===== src/rtl/seven_seg_pkg.sv =====
// seven_seg_pkg: shared constants for the Basys 3 seven-segment loopback path.
//   - active-low segment codes for digits 0..9 (bit 6 = segment A, bit 0 = segment G)
//   - active-low anode select codes for AN0..AN3 plus the all-dark code
//   - digit count, BCD digit type and a BCD-to-binary helper
package seven_seg_pkg;

   localparam int unsigned NUM_DIGITS = 4;

   typedef logic [3:0] bcd_t;

   localparam logic [6:0] ZERO  = 7'b0000001;
   localparam logic [6:0] ONE   = 7'b1001111;
   localparam logic [6:0] TWO   = 7'b0010010;
   localparam logic [6:0] THREE = 7'b0000110;
   localparam logic [6:0] FOUR  = 7'b1001100;
   localparam logic [6:0] FIVE  = 7'b0100100;
   localparam logic [6:0] SIX   = 7'b0100000;
   localparam logic [6:0] SEVEN = 7'b0001111;
   localparam logic [6:0] EIGHT = 7'b0000000;
   localparam logic [6:0] NINE  = 7'b0000100;

   localparam logic [3:0] AN0_SEL  = 4'b1110;
   localparam logic [3:0] AN1_SEL  = 4'b1101;
   localparam logic [3:0] AN2_SEL  = 4'b1011;
   localparam logic [3:0] AN3_SEL  = 4'b0111;
   localparam logic [3:0] AN_BLANK = 4'b1111;

   // {d3, d2, d1, d0} -> d3*1000 + d2*100 + d1*10 + d0; 14 bits covers 9999.
   function automatic logic [13:0] bcd_to_bin(input logic [15:0] bcd);
      logic [13:0] d3, d2, d1, d0;
      d3 = {10'd0, bcd[15:12]};
      d2 = {10'd0, bcd[11:8]};
      d1 = {10'd0, bcd[7:4]};
      d0 = {10'd0, bcd[3:0]};
      return (d3 * 14'd1000) + (d2 * 14'd100) + (d1 * 14'd10) + d0;
   endfunction

endpackage


===== src/rtl/seven_seg_decode.sv =====
// seven_seg_decode: combinational active-low segment pattern to BCD digit.
//   seg     in  7  active-low cathodes, bit 6 = A .. bit 0 = G
//   digit   out 4  decoded digit (0 when illegal)
//   illegal out 1  pattern is not one of the ten digit codes
module seven_seg_decode
   import seven_seg_pkg::*;
(
   input  logic [6:0] seg,
   output bcd_t       digit,
   output logic       illegal
);

   always_comb begin
      digit   = 4'd0;
      illegal = 1'b0;
      case (seg)
         ZERO:    digit = 4'd0;
         ONE:     digit = 4'd1;
         TWO:     digit = 4'd2;
         THREE:   digit = 4'd3;
         FOUR:    digit = 4'd4;
         FIVE:    digit = 4'd5;
         SIX:     digit = 4'd6;
         SEVEN:   digit = 4'd7;
         EIGHT:   digit = 4'd8;
         NINE:    digit = 4'd9;
         default: illegal = 1'b1;
      endcase
   end

endmodule


===== src/rtl/seven_seg_capture.sv =====
// seven_seg_capture: loopback decoder for the 4-digit multiplexed seven-segment display.
// Samples anodes/cathodes, captures each pattern once it has been stable, decodes it and
// assembles a full 4-digit frame into a BCD word and its binary value.
//   intClk    in  1   system clock
//   reset     in  1   asynchronous, active-high reset
//   segIn     in  7   active-low cathodes, bit 6 = A .. bit 0 = G
//   anIn      in  4   active-low anodes, bit n = AN n
//   value     out 14  last frame as binary (0..9999)
//   digitsBcd out 16  last frame as BCD {d3, d2, d1, d0}
//   valid     out 1   pulse when value/digitsBcd update
//   segError  out 1   pulse on an illegal captured segment pattern
//   anError   out 1   pulse on an illegal captured anode pattern
//   timeout   out 1   pulse when no frame completed within FRAME_TIMEOUT cycles
// Build option: define SEVEN_SEG_CAPTURE_ONCHANGE_EN to emit only frames whose BCD differs
// from the held one (first frame after reset always emits).
module seven_seg_capture
   import seven_seg_pkg::*;
#(
   parameter int unsigned STABLE_CYCLES = 1000,
   parameter int unsigned FRAME_TIMEOUT = 2000000
) (
   input  logic        intClk,
   input  logic        reset,
   input  logic [6:0]  segIn,
   input  logic [3:0]  anIn,
   output logic [13:0] value,
   output logic [15:0] digitsBcd,
   output logic        valid,
   output logic        segError,
   output logic        anError,
   output logic        timeout
);

   localparam int unsigned STAB_W = $clog2(STABLE_CYCLES + 1);
   localparam int unsigned TO_W   = $clog2(FRAME_TIMEOUT);

   localparam logic [STAB_W-1:0] STAB_MAX = STAB_W'(STABLE_CYCLES);
   localparam logic [STAB_W-1:0] STAB_PRE = STAB_W'(STABLE_CYCLES - 2);
   localparam logic [TO_W-1:0]   TO_LAST  = TO_W'(FRAME_TIMEOUT - 1);

   localparam logic [0:0] COLLECT = 1'b0;
   localparam logic [0:0] EMIT    = 1'b1;

   logic [10:0]       sync1_q, sync2_q, prev_q;
   logic [STAB_W-1:0] stab_q, stab_d;
   logic              capture;

   logic [3:0]        cap_an;
   logic [6:0]        cap_seg;
   bcd_t              cap_digit;
   logic              cap_illegal;
   logic              slot_hit, an_bad;
   logic [1:0]        slot_idx;
   logic              write_evt, seg_err_evt, an_err_evt;

   logic [15:0]       slots_q, slots_d;
   logic [3:0]        mask_q, mask_d;
   logic [0:0]        state_q, state_d;
   logic [TO_W-1:0]   to_q, to_d;
   logic              frame_done, to_fire, emit;

   logic [13:0]       value_q, value_d;
   logic [15:0]       digits_q, digits_d;
   logic              valid_q, seg_err_q, an_err_q, timeout_q;

   // Stability counter: saturates at STABLE_CYCLES so the capture point is hit once per
   // window. Capture fires as the counter steps to STABLE_CYCLES-1.
   always_comb begin
      if (sync2_q != prev_q) begin
         stab_d = '0;
      end else if (stab_q != STAB_MAX) begin
         stab_d = stab_q + 1'b1;
      end else begin
         stab_d = stab_q;
      end
   end

   assign capture = (sync2_q == prev_q) && (stab_q == STAB_PRE);
   assign cap_an  = sync2_q[10:7];
   assign cap_seg = sync2_q[6:0];

   seven_seg_decode u_decode (
      .seg     (cap_seg),
      .digit   (cap_digit),
      .illegal (cap_illegal)
   );

   always_comb begin
      slot_hit = 1'b0;
      slot_idx = 2'd0;
      an_bad   = 1'b0;
      case (cap_an)
         AN0_SEL:  begin slot_hit = 1'b1; slot_idx = 2'd0; end
         AN1_SEL:  begin slot_hit = 1'b1; slot_idx = 2'd1; end
         AN2_SEL:  begin slot_hit = 1'b1; slot_idx = 2'd2; end
         AN3_SEL:  begin slot_hit = 1'b1; slot_idx = 2'd3; end
         AN_BLANK: ;
         default:  an_bad = 1'b1;
      endcase
   end

   // Segment errors only count for a selected digit; a dark display is ignored.
   assign an_err_evt  = capture && an_bad;
   assign seg_err_evt = capture && slot_hit && cap_illegal;
   assign write_evt   = capture && slot_hit && !cap_illegal;

   always_comb begin
      slots_d    = slots_q;
      mask_d     = mask_q;
      state_d    = state_q;
      frame_done = 1'b0;

      if (write_evt) begin
         slots_d[{slot_idx, 2'b00} +: 4] = cap_digit;
         mask_d[slot_idx]                = 1'b1;
      end
      if (an_err_evt || seg_err_evt) begin
         mask_d = '0;
      end

      case (state_q)
         COLLECT: begin
            if (write_evt && (mask_d == 4'b1111)) begin
               frame_done = 1'b1;
               state_d    = EMIT;
            end
         end
         EMIT: begin
            mask_d  = '0;
            state_d = COLLECT;
         end
         default: state_d = COLLECT;
      endcase

      // A completing frame on the same cycle beats the timeout.
      to_fire = (to_q == TO_LAST) && !frame_done;
      if (to_fire) begin
         mask_d = '0;
      end
      if (frame_done || to_fire) begin
         to_d = '0;
      end else begin
         to_d = to_q + 1'b1;
      end
   end

`ifdef SEVEN_SEG_CAPTURE_ONCHANGE_EN
   logic first_q;

   assign emit = frame_done && (first_q || (slots_d != digits_q));

   always_ff @(posedge intClk or posedge reset) begin
      if (reset) begin
         first_q <= 1'b1;
      end else if (frame_done) begin
         first_q <= 1'b0;
      end
   end
`else
   assign emit = frame_done;
`endif

   always_comb begin
      value_d  = value_q;
      digits_d = digits_q;
      if (emit) begin
         digits_d = slots_d;
         value_d  = bcd_to_bin(slots_d);
      end
   end

   always_ff @(posedge intClk or posedge reset) begin
      if (reset) begin
         sync1_q   <= '1;
         sync2_q   <= '1;
         prev_q    <= '1;
         stab_q    <= '0;
         slots_q   <= '0;
         mask_q    <= '0;
         state_q   <= COLLECT;
         to_q      <= '0;
         value_q   <= '0;
         digits_q  <= '0;
         valid_q   <= 1'b0;
         seg_err_q <= 1'b0;
         an_err_q  <= 1'b0;
         timeout_q <= 1'b0;
      end else begin
         sync1_q   <= {anIn, segIn};
         sync2_q   <= sync1_q;
         prev_q    <= sync2_q;
         stab_q    <= stab_d;
         slots_q   <= slots_d;
         mask_q    <= mask_d;
         state_q   <= state_d;
         to_q      <= to_d;
         value_q   <= value_d;
         digits_q  <= digits_d;
         valid_q   <= emit;
         seg_err_q <= seg_err_evt;
         an_err_q  <= an_err_evt;
         timeout_q <= to_fire;
      end
   end

   assign value     = value_q;
   assign digitsBcd = digits_q;
   assign valid     = valid_q;
   assign segError  = seg_err_q;
   assign anError   = an_err_q;
   assign timeout   = timeout_q;

endmodule


===== config.mk =====
export PLATFORM = sky130hd
export DESIGN_NAME = seven_seg_capture
export DESIGN_NICKNAME = d
export VERILOG_FILES = /design/src/rtl/seven_seg_pkg.sv /design/src/rtl/seven_seg_decode.sv /design/src/rtl/seven_seg_capture.sv
export SDC_FILE = /design/constraint.sdc
export NUM_CORES = 1
export LEC_CHECK = 0
export ABC_AREA = 1
export CORE_ASPECT_RATIO = 0.8
export CORE_MARGIN = 5
export CORE_UTILIZATION = 64
export DETAILED_ROUTE_END_ITERATION = 10
export PLACE_DENSITY = 0.85
export SLEW_MARGIN = 20
export SYNTH_ARGS = -nofsm -noshare
export SYNTH_HDL_FRONTEND = slang
export SYNTH_SLANG_ARGS = --single-unit

===== constraint.sdc =====
create_clock -name intClk -period 9 [get_ports intClk]
set_input_delay 2.7 -clock intClk [delete_from_list [all_inputs] [get_ports intClk]]
set_output_delay 2.7 -clock intClk [all_outputs]
set_load 0.005 [all_outputs]

==> run_results.csv, run 1 <==
group,metric,value,unit
run_status,status,"completed",
synthesis,synth_edf_count,0,
clocking,cts-buffers-inserted,17,
sta,grt_setup_unrepaired,"false",
placed_design,dpl.hpwl,11190,µm
setup_path,end_kind,"flip-flop",
setup_path,cpMostUsedCell,"inv_1",
sta,max_freq,153.2,MHz
placed_design,finalWeightedCongestion,0.9380,
finish,fillCellCount,735,
synthesis,yosysTopAreaCell,"dfrtp_1",
synthesis,syn_nets,902,
die,io_pins,47,
clocking,clock_path_buffers,2,
setup_path,cp.arrival,6.80,ns
global_route,grt_max_degree,61,
finish,final_area,0.008180,mm²
clocking,clk_pin_slew,0.06,ns
detailed_routing,wirelength,15760,µm
finish,drive_above_1_share,11.62,%
detailed_routing,drt_iter0_markers,357,
synthesis,yosys_most_used_dff,"dfrtp_1",
min_path,hold_path_class,"reg -> reg",
global_route,antenna_found_initial,0,
clocking,h-tree-depth,4,
setup_path,slowest_delay,0.58,ns
sta,slew_viol_final,0,
placed_design,io_buffers,46,
synthesis,ys_warn_count,0,
global_route,grt_pass1_wl,26920,µm
placed_design,placed_cell_area,0.007611,mm²
synthesis,synth_top_area_share,29.89,%
synthesis,postSynthAreaPerCell,8.703,µm²
clocking,cts_tree,"built",
clocking,cts_sinks,117,
sta,hold_violations,0,
die,rows,34,
synthesis,synth-seq-cells,117,
global_route,grt_use_total,25.27,%
die,die_area,0.01320,mm²
setup_path,cp-start-kind,"flip-flop",
sta,tightest_slew,0.7852,ns
clocking,cts_setup_buffers,0,
detailed_routing,routedWlPerCell,15.42,µm
sta,relSlewSlack,47.10,%
synthesis,synth_cells,808,
detailed_routing,vias,5520,
sta,fin_tns_setup,0,ns
finish,seq_area,0.002969,mm²
setup_path,crit_slowest_cell,"dfstp_2",
synthesis,synth_area,0.007032,mm²
die,initial_utilization,65.08,%
detailed_routing,first_pass_iters,7,
setup_path,worstSetupPathType,"reg -> reg",
sta,setup_viol,0,
power_and_ir_drop,powerDensity,152.7,mW/mm²
finish,multi_input_area,0.003495,mm²
setup_path,critPathMaxFanout,10,
setup_path,worstPathRequired,9.27,ns
clocking,clock_latency,0.41,ns
die,fp.dieW,127.2,µm
finish,nNetsFinal,959,
synthesis,yosys-top-cells-area,"dfrtp_1, dfstp_2, ha_1",
synthesis,ys_types,44,
finish,antenna_cells,0,
synthesis,ys_seq_area_share,42.22,%
finish,syn_to_final_growth,16.33,%
sta,finalClockSkew,0.006358,ns
detailed_routing,viasPerCell,5.401,
die,die_h,103.8,µm
global_route,grt_pass1_vias,5805,
global_route,overflow,0,
clocking,cts.root.buffer_cell,"clkbuf_16",
power_and_ir_drop,max-vdd-ir-drop,0.0001307,V
clocking,cts_hold_buf,0,
power_and_ir_drop,p_leak,4.118,nW
sta,fin_crit,6.525,ns
die,coreArea,0.01081,mm²
detailed_routing,drc_errors,0,
detailed_routing,postRouteAntennaNets,0,
clocking,cts_resized,0,
synthesis,async_flop_share,100.0,%
run,cap_violations,0,
sta,post-route-period-util,72.50,%
-- worst max-delay path: cells and delay by family (launching register included) --
| family | cells | cell delay, ns |
|---|---|---|
| simple gates | 9 | 1.10 |
| buf+inv | 7 | 0.79 |
| flops | 1 | 0.58 |
| fa+ha+maj | 7 | 2.64 |
| xor+xnor | 2 | 0.37 |
| compound gates | 4 | 0.92 |
-- cells by family after synthesis --
| kind of cell | synth area share (%) |
|---|---|
| buffers and inverters | 8.078 |
| flip-flops | 42.22 |
| AND/OR/NAND/NOR | 21.14 |
| AO/OA/AOI/OAI | 8.238 |
| XOR/XNOR | 4.093 |
| adder cells (fa/ha/maj) | 16.23 |
-- worst paths after layout --
kind                       startpoint          to  slack (ns)  cells after the start
setup / recovery           sync2_q[9]   value[13]        2.47                     29
hold / removal             sync1_q[4]  sync2_q[4]        0.35                      0
setup reg to reg           sync2_q[9]   value[13]        2.47                     29
hold reg to reg            sync1_q[4]  sync2_q[4]        0.35                      0
max in group asynchronous       reset  slots_q[3]        4.99                      3
min in group asynchronous       reset     to_q[7]        2.76                      2
-- metrics by stage --
stage | hold WS, ns | instances | power (mW) | utilization [%] | worst slack (ns)
2_1_floorplan | 0.3452 | 808 | 0.5849 | - | 3.254
3_3_place_gp | 0.3461 | 990 | 0.5977 | 70.44 | 2.926
3_5_place_dp | 0.3472 | 990 | 0.6012 | 70.44 | 2.579
4_1_cts | 0.3526 | 1022 | 1.252 | 75.71 | 2.518
5_1_grt | 0.3603 | 1022 | 1.286 | 75.71 | 1.903
6_report | 0.3494 | 1022 | 1.249 | 75.71 | 2.475
-- sequential cells by signal (all words and copies together) (netlist names) --
| register | count |
|---|---|
| timeout | 1 |
| slots_q | 16 |
| mask_q | 4 |
| state_q | 1 |
| anError | 1 |
| to_q | 21 |
| sync2_q | 11 |
| sync1_q | 11 |
| value | 14 |
| stab_q | 10 |
| prev_q | 11 |
| digitsBcd | 15 |
| segError | 1 |
-- metal layers --
layer | wire length (µm) | GRT usage [%] | share of wire [%]
met5 | 0 | 0 | 0
met4 | 439 | 10.03 | 2.8
met3 | 798 | 5.556 | 5.1
met2 | 7960 | 43.35 | 51
met1 | 6564 | 30.97 | 42
-- report_power, final --
group | switching, mW | internal, mW | total, mW
logic | 0.0315 | 0.0140 | 0.0455
clock network | 0.238 | 0.418 | 0.656
registers | 0.00696 | 0.540 | 0.547
-- layout make-up --
type / instances / share of cell area [%]
clock buffers: 22 / 5.675
clock inverters: 10 / 1.285
inverters: 132 / 6.103
multi-input cells: 550 / 42.72
flip-flops and latches: 117 / 36.30
well taps: 144 / 2.203
repair buffers: 47 / 5.720
-- cell usage after synthesis (3+ instances only) --
library cell	count
a211oi_1	3
a21oi_1	30
buf_2	3
buf_4	3
buf_6	3
dfrtp_1	84
dfstp_2	33
fa_1	17
ha_1	64
inv_1	122
inv_2	8
nand2_1	183
nand2_2	3
nand2_4	3
nand3_1	29
nand3_4	3
nand4_1	7
nor2_1	81
nor2_2	6
nor2_4	4
nor3_1	14
nor4_1	3
o21a_1	5
o21ai_0	26
o21ai_1	11
o21ai_2	4
o21bai_1	4
o31ai_1	3
xnor2_1	12
xor2_1	19
-- layout by cell type, fill, tap and decap left out, types with 4 or more instances in the layout --
cell type        Yosys  routed
nand2_1            183     183
inv_1              122     121
dfrtp_1             84      84
nor2_1              81      81
ha_1                64      64
clkdlybuf4s50_1      0      46
dfstp_2             33      33
a21oi_1             30      30
nand3_1             29      29
o21ai_0             26      26
xor2_1              19      19
fa_1                17      17
clkbuf_16            0      17
nor3_1              14      14
xnor2_1             12      12
o21ai_1             11      11
inv_2                8       8
nand4_1              7       7
clkinv_2             1       7
nor2_2               6       6
o21a_1               5       5
nor2_4               4       4
o21ai_2              4       4
o21bai_1             4       4
No activity file was read; power rests on OpenSTA's default activity.
==> run 2: changes to the inputs <==
Settings changed: CORE_UTILIZATION 64 to 54, PLACE_DENSITY 0.85 to 0.77.
Clock period 9 ns to 5.4 ns, I/O delays scaled along.
==> run 2 against run 1 <==
  * The flow now finishes with violations (negative setup slack)
  * Clock skew is 0.0031 ns higher
  * Global-route usage fell by 2.8 points
  * Via count is 9.7% higher
  * Clock-buffer cell count increased by 2
  * Core utilization increased by 0.55 points
  * First-iteration DRC count up 13%
  * Critical path depth unchanged
  * Cell area rose by 20%
  * Clock power grew 60%
  * Sequential share of layout area fell by 5.9 points
  * Routed wire length increased by 22%
  * Sequential cell count did not move
==> run_results.csv, run 2 (synthesis gave the netlist of run 1 again) <==
group,metric,value,unit
run_status,status,"finished, violations left",
run_status,violations,"negative setup slack",
setup_path,cp.arrival,5.87,ns
detailed_routing,first_pass_iters,5,
global_route,grt_pass1_wl,27340,µm
die,fp.dieW,137.6,µm
setup_path,reg2regPathDepth,29,
detailed_routing,viasPerCell,5.154,
detailed_routing,drc_errors,0,
setup_path,reg2reg_from,"sync2_q[9]",
sta,slew_viol_final,0,
setup_path,rr_endpoint,"value[13]",
finish,final_area,0.009779,mm²
run,cap_violations,0,
sta,hold_violations,0,
min_path,hold_path_class,"reg -> reg",
setup_path,crit_end,"value[13]",
detailed_routing,vias,6056,
sta,fin_tns_setup,-0.6285,ns
finish,post-route-util,76.26,%
clocking,cts_tree,"built",
global_route,grt_pass1_vias,5965,
finish,largest_reg_flops,21,
power_and_ir_drop,finalPower,2.084,mW
clocking,clock_path_buffers,2,
setup_path,cp-start-kind,"flip-flop",
finish,antenna_cells,0,
setup_path,cpMostUsedCell,"inv_1",
sta,max_freq,179.2,MHz
global_route,grt_max_degree,82,
sta,tightest_slew,0.7400,ns
placed_design,finalWeightedCongestion,0.8659,
sta,fin_crit,5.582,ns
detailed_routing,wirelength,19150,µm
sta,relSlewSlack,50.66,%
finish,drive_above_1_share,32.10,%
clocking,cts_hold_buf,0,
clocking,clock_latency,0.42,ns
sta,post-route-period-util,103.4,%
placed_design,io_buffers,46,
die,io_pins,47,
power_and_ir_drop,max-vdd-ir-drop,0.0002314,V
finish,top_register,"to_q",
die,die_h,112.1,µm
setup_path,crit_slowest_cell,"fa_1",
finish,final_cell_mix,"nand2_1, buf_4, inv_1",
sta,grt_setup_unrepaired,"true",
global_route,antenna_found_initial,0,
clocking,h-tree-depth,4,
clocking,clk_pin_slew,0.05,ns
global_route,overflow,0,
setup_path,slowest_delay,0.62,ns
placed_design,placed_cell_area,0.008406,mm²
setup_path,regToRegSetupSlack,-0.18,ns
finish,nNetsFinal,1081,
detailed_routing,routedWlPerCell,16.30,µm
finish,fillCellCount,821,
die,coreArea,0.01282,mm²
die,initial_utilization,54.83,%
setup_path,critPathMaxFanout,5,
finish,syn_to_final_growth,39.07,%
setup_path,worstPathRequired,5.69,ns
detailed_routing,drt_iter0_markers,405,
setup_path,end_kind,"flip-flop",
finish,layout_commonest_cell,"nand2_1",
sta,setup_viol,6,
global_route,grt_use_total,22.44,%
clocking,cts_sinks,117,
detailed_routing,postRouteAntennaNets,0,
power_and_ir_drop,powerDensity,213.1,mW/mm²
setup_path,startpoint,"sync2_q[9]",
clocking,cts.root.buffer_cell,"clkbuf_16",
placed_design,dpl.hpwl,10980,µm
die,die_area,0.01542,mm²
clocking,cts-buffers-inserted,17,
sta,fin_ws,-0.1816,ns
setup_path,worstSetupPathType,"reg -> reg",
power_and_ir_drop,p_leak,4.813,nW
sta,finalClockSkew,0.009501,ns
die,rows,37,
-- run 2: cell types whose count changed in the layout (fill, tap and decap cells not counted), moves of 5 or more --
| cell | delta |
|---|---|
| o21ai_0 | -11 |
| ha_1 | -24 |
| ha_4 | +22 |
| inv_1 | -15 |
| a21oi_1 | -12 |
| buf_4 | +116 |
| nor2_1 | -8 |
| nor2_4 | +6 |
| nand2_4 | +5 |
| nand2_2 | +12 |
| a21oi_2 | +10 |
| o21ai_1 | +7 |
| nand2_1 | -17 |
| inv_2 | +14 |
-- run 2: metal layers --
layer	part of all wire (%)	global-route usage, %	vias to the layer above
met5	0	0	-
met1	41	28.37	2927
li1	-	-	2915
met4	3.7	9.508	0
met2	51	37.29	163
met3	4.1	4.704	51
-- run 2: layout make-up --
cell class	count	area (µm²)	area share, %
flip-flops and latches	117	2969	30.36
well taps	175	219.0	2.239
clock buffers	24	504.2	5.156
inverters	132	504.2	5.156
multi-input cells	550	4111	42.04
repair buffers	169	1424	14.56
clock inverters	8	47.55	0.4862
-- run 2: critical path, delay by kind of cell, from the launching register on --
family	cells	cell delay (ns)
flops	1	0.60
simple gates	7	0.68
xor+xnor	1	0.19
buf+inv	9	0.91
fa+ha+maj	7	2.27
compound gates	5	0.78
-- run 2: metrics by stage --
step	worst slack [ns]	hold slack (ns)	cells
floorplan	0.01283	0.3452	808
global placement	-0.1415	0.3465	1115
finish	-0.1816	0.3516	1175
CTS	0.01763	0.3526	1155
detailed placement	-0.2253	0.3468	1115
global route	-0.4092	0.3560	1175
-- run 2: how the worst min path moves through the flow --
| stage | slack [ns] | cells past startpoint | from | end |
|---|---|---|---|---|
| floorplan | 0.35 | 0 | sync1_q[0] | sync2_q[0] |
| global placement | 0.35 | 0 | sync1_q[4] | sync2_q[4] |
| detailed placement | 0.35 | 0 | sync1_q[0] | sync2_q[0] |
| CTS | 0.35 | 0 | sync1_q[6] | sync2_q[6] |
| global route | 0.36 | 0 | sync1_q[0] | sync2_q[0] |
| finish | 0.35 | 0 | sync1_q[0] | sync2_q[0] |
-- run 2: report_power, final --
group / leakage, nW / switching [mW] / internal, mW
sequential: 1.51 / 0.0114 / 0.901
combinational: 3.03 / 0.0688 / 0.0542
clock: 0.274 / 0.400 / 0.649
total: 4.81 / 0.480 / 1.60
-- run 2: what timing repair did --
action                                  in CTS  in global routing
pin swaps                                   10                 69
setup buffers                                8                 20
endpoints found under the setup margin       6                  8
gates resized for setup                     27                100
==> run 3: changes to the inputs <==
Settings changed: ABC_AREA 1 to not set.
==> run 3 against run 2 <==
  * The flow still finishes with violations (negative setup slack)
  * Total power decreased by 1.8%
  * Global-route usage is 2.3 points higher
  * Via count down 8.2%
  * Maximum frequency shrank 0.99%
  * Hold slack worse by 0.0030 ns
  * Sequential power is essentially flat
  * Synthesized cell count fell by 25%
  * Clock power hardly changed
  * Clock skew increased by 0.00074 ns
  * Sequential share of layout area is 0.26 points higher
  * Clock-buffer cell count grew 2
  * Highest routed layer is now met5
==> run_results.csv, run 3 <==
group,metric,value,unit
detailed_routing,wirelength,19090,µm
synthesis,ys_types,76,
die,die_h,110.7,µm
setup_path,slowest_delay,0.58,ns
clocking,h-tree-depth,4,
setup_path,path_buf_inv,3,
run_status,violations,"negative setup slack",
die,initial_utilization,55.70,%
detailed_routing,routedWlPerCell,19.58,µm
global_route,antenna_found_initial,1,
synthesis,synth_area,0.006849,mm²
synthesis,synth_cells,602,
setup_path,end_kind,"flip-flop",
detailed_routing,drc_errors,0,
clocking,cts.root.buffer_cell,"clkbuf_16",
power_and_ir_drop,p_leak,4.489,nW
setup_path,worstSetupPathType,"reg -> reg",
min_path,hold_depth,0,
sta,relSlewSlack,47.74,%
global_route,overflow,0,
sta,tightest_slew,0.7839,ns
die,io_pins,47,
finish,antenna_cells,0,
placed_design,io_buffers,46,
synthesis,synth_top_area_share,30.69,%
min_path,whs_endpoint,"sync2_q[0]",
synthesis,synth-seq-cells,117,
finish,syn_to_final_growth,41.56,%
setup_path,crit_family,"adder cells",
setup_path,rr_endpoint,"value[13]",
global_route,grt_max_degree,87,
detailed_routing,drt_iter0_markers,456,
synthesis,synth_edf_count,0,
sta,grt_setup_unrepaired,"true",
synthesis,yosys_most_used_dff,"dfrtp_1",
setup_path,reg2regPathDepth,23,
finish,final_cell_mix,"buf_4, dfrtp_1, nor2_1",
synthesis,ys_seq_area_share,43.35,%
clocking,clock_latency,0.42,ns
synthesis,postSynthAreaPerCell,11.38,µm²
synthesis,async_flop_share,100.0,%
power_and_ir_drop,powerDensity,211.0,mW/mm²
sta,hold_violations,0,
placed_design,finalWeightedCongestion,0.9192,
synthesis,yosysTopAreaCell,"dfrtp_1",
placed_design,dpl.hpwl,12050,µm
finish,seq_area,0.002969,mm²
clocking,cts-buffers-inserted,17,
sta,max_freq,177.4,MHz
finish,multi_input_area,0.004194,mm²
clocking,cts_sinks,117,
setup_path,cp.arrival,5.93,ns
die,coreArea,0.01230,mm²
finish,largest_reg_flops,21,
setup_path,startpoint,"sync2_q[8]",
finish,layout_commonest_cell,"buf_4",
min_path,hold_path_class,"reg -> reg",
synthesis,ys_warn_count,0,
sta,fin_tns_setup,-0.5790,ns
setup_path,critPathMaxFanout,5,
global_route,grt_pass1_vias,5601,
finish,drive_above_1_share,40.42,%
detailed_routing,first_pass_iters,5,
power_and_ir_drop,max-vdd-ir-drop,0.0002361,V
clocking,clk_pin_slew,0.05,ns
detailed_routing,postRouteAntennaNets,0,
finish,post-route-util,78.85,%
die,rows,36,
setup_path,crit_slowest_cell,"dfstp_2",
sta,setup_viol,5,
global_route,grt_use_total,24.75,%
sta,slew_viol_final,0,
detailed_routing,viasPerCell,5.703,
synthesis,yosys-top-cells-area,"dfrtp_1, dfstp_2, ha_1",
detailed_routing,vias,5560,
setup_path,cp-start-kind,"flip-flop",
finish,nNetsFinal,886,
finish,top_register,"to_q",
sta,post-route-period-util,104.4,%
die,die_area,0.01505,mm²
setup_path,cp_cell_sequence,"buf_12 > xor2_4 > nand3_4 > ha_4 > nor2b_4 > nand4_1 > nor2_1 > mux2i_1 > inv_1 > ha_1 > ha_2 > fa_2 > xnor2_2 > fa_1 > inv_1 > ha_1 > ha_4 > a21o_1 > a211oi_2 > a21oi_2 > a311o_1 > xnor2_1 > mux2_4",
clocking,cts_hold_buf,0,
min_path,min_from,"sync1_q[0]",
run,cap_violations,0,
sta,whs,0.3486,ns
setup_path,reg2reg_from,"sync2_q[8]",
synthesis,synth_most_common_cell,"dfrtp_1",
global_route,grt_pass1_wl,29090,µm
clocking,clock_path_buffers,2,
die,fp.dieW,135.9,µm
finish,fillCellCount,712,
clocking,cts_tree,"built",
run_status,status,"finished, violations left",
sta,fin_ws,-0.2372,ns
sta,fin_crit,5.637,ns
power_and_ir_drop,finalPower,2.046,mW
synthesis,synth_commonest_cells,"dfrtp_1, ha_1, nor2_1",
setup_path,regToRegSetupSlack,-0.24,ns
setup_path,worstPathRequired,5.70,ns
synthesis,syn_nets,696,
sta,finalClockSkew,0.01024,ns
## run 3: worst max path at each step
| stage | end | slack, ns | depth (start not counted) |
|---|---|---|---|
| after global placement | value[13] | -0.20 | 23 |
| after global routing | value[13] | -0.49 | 23 |
| after floorplan | value[13] | -0.04 | 21 |
| after CTS | value[13] | -0.17 | 24 |
| after detailed placement | value[13] | -0.31 | 23 |
| final | value[13] | -0.24 | 23 |
## run 3: cells by family (layout without fill, tap and decap cells)
group | count (synthesis) | count (layout) | share of synthesized area (%)
XOR/XNOR | 57 | 57 | 7.289
flip-flops | 117 | 117 | 43.35
adder cells (fa/ha/maj) | 82 | 82 | 16.81
AO/OA/AOI/OAI | 85 | 85 | 9.755
buffers and inverters | 70 | 272 | 4.658
AND/OR/NAND/NOR | 161 | 161 | 13.03
multiplexers | 30 | 30 | 5.115
## run 3: worst reg2reg max path, delay by kind of cell, from the launching register on
family / cells / cell delay (ns)
xor gates and xnor gates: 3 / 0.48
buffers and inverters: 3 / 0.30
AOI/OAI and AO/OA: 4 / 0.83
muxes: 2 / 0.40
adders and majority gates: 7 / 2.19
DFF: 1 / 0.58
and+or+nand+nor: 4 / 0.75
## run 3: metrics by stage
step | area [µm²] | worst slack [ns] | cells
2_1_floorplan | 7109 | -0.04397 | 602
3_3_place_gp | 8320 | -0.1950 | 890
3_5_place_dp | 8320 | -0.3087 | 890
4_1_cts | 9245 | -0.1656 | 963
5_1_grt | 9696 | -0.4948 | 975
6_report | 9696 | -0.2372 | 975
## run 3: cell type report
type                       instances  area share [%]
multi-input combinational        415           43.26
sequential                       117           30.62
timing repair buffer             191           16.39
clock buffer                      26           5.252
tap                              171           2.207
inverter                          50           1.987
clock inverter                     5          0.2839
## run 3: layer usage
layer  GRT usage, %  share of wire (%)
met2          38.53                 49
met5              0              0.068
met3          5.626                6.8
met4          9.872                2.9
met1          33.60                 41
## run 3: repair_timing
item                       4_1_cts  5_1_grt
setup endpoints to repair        7       10
buffers inserted                42       19
gates resized for setup         22       59
pin swaps                       11       32
## run 3: where the power goes
group	switching, mW	internal [mW]	leakage (nW)	total [mW]
clock	0.386	0.641	0.266	1.03
sequential	0.0122	0.901	1.51	0.913
combinational	0.0582	0.0480	2.72	0.106
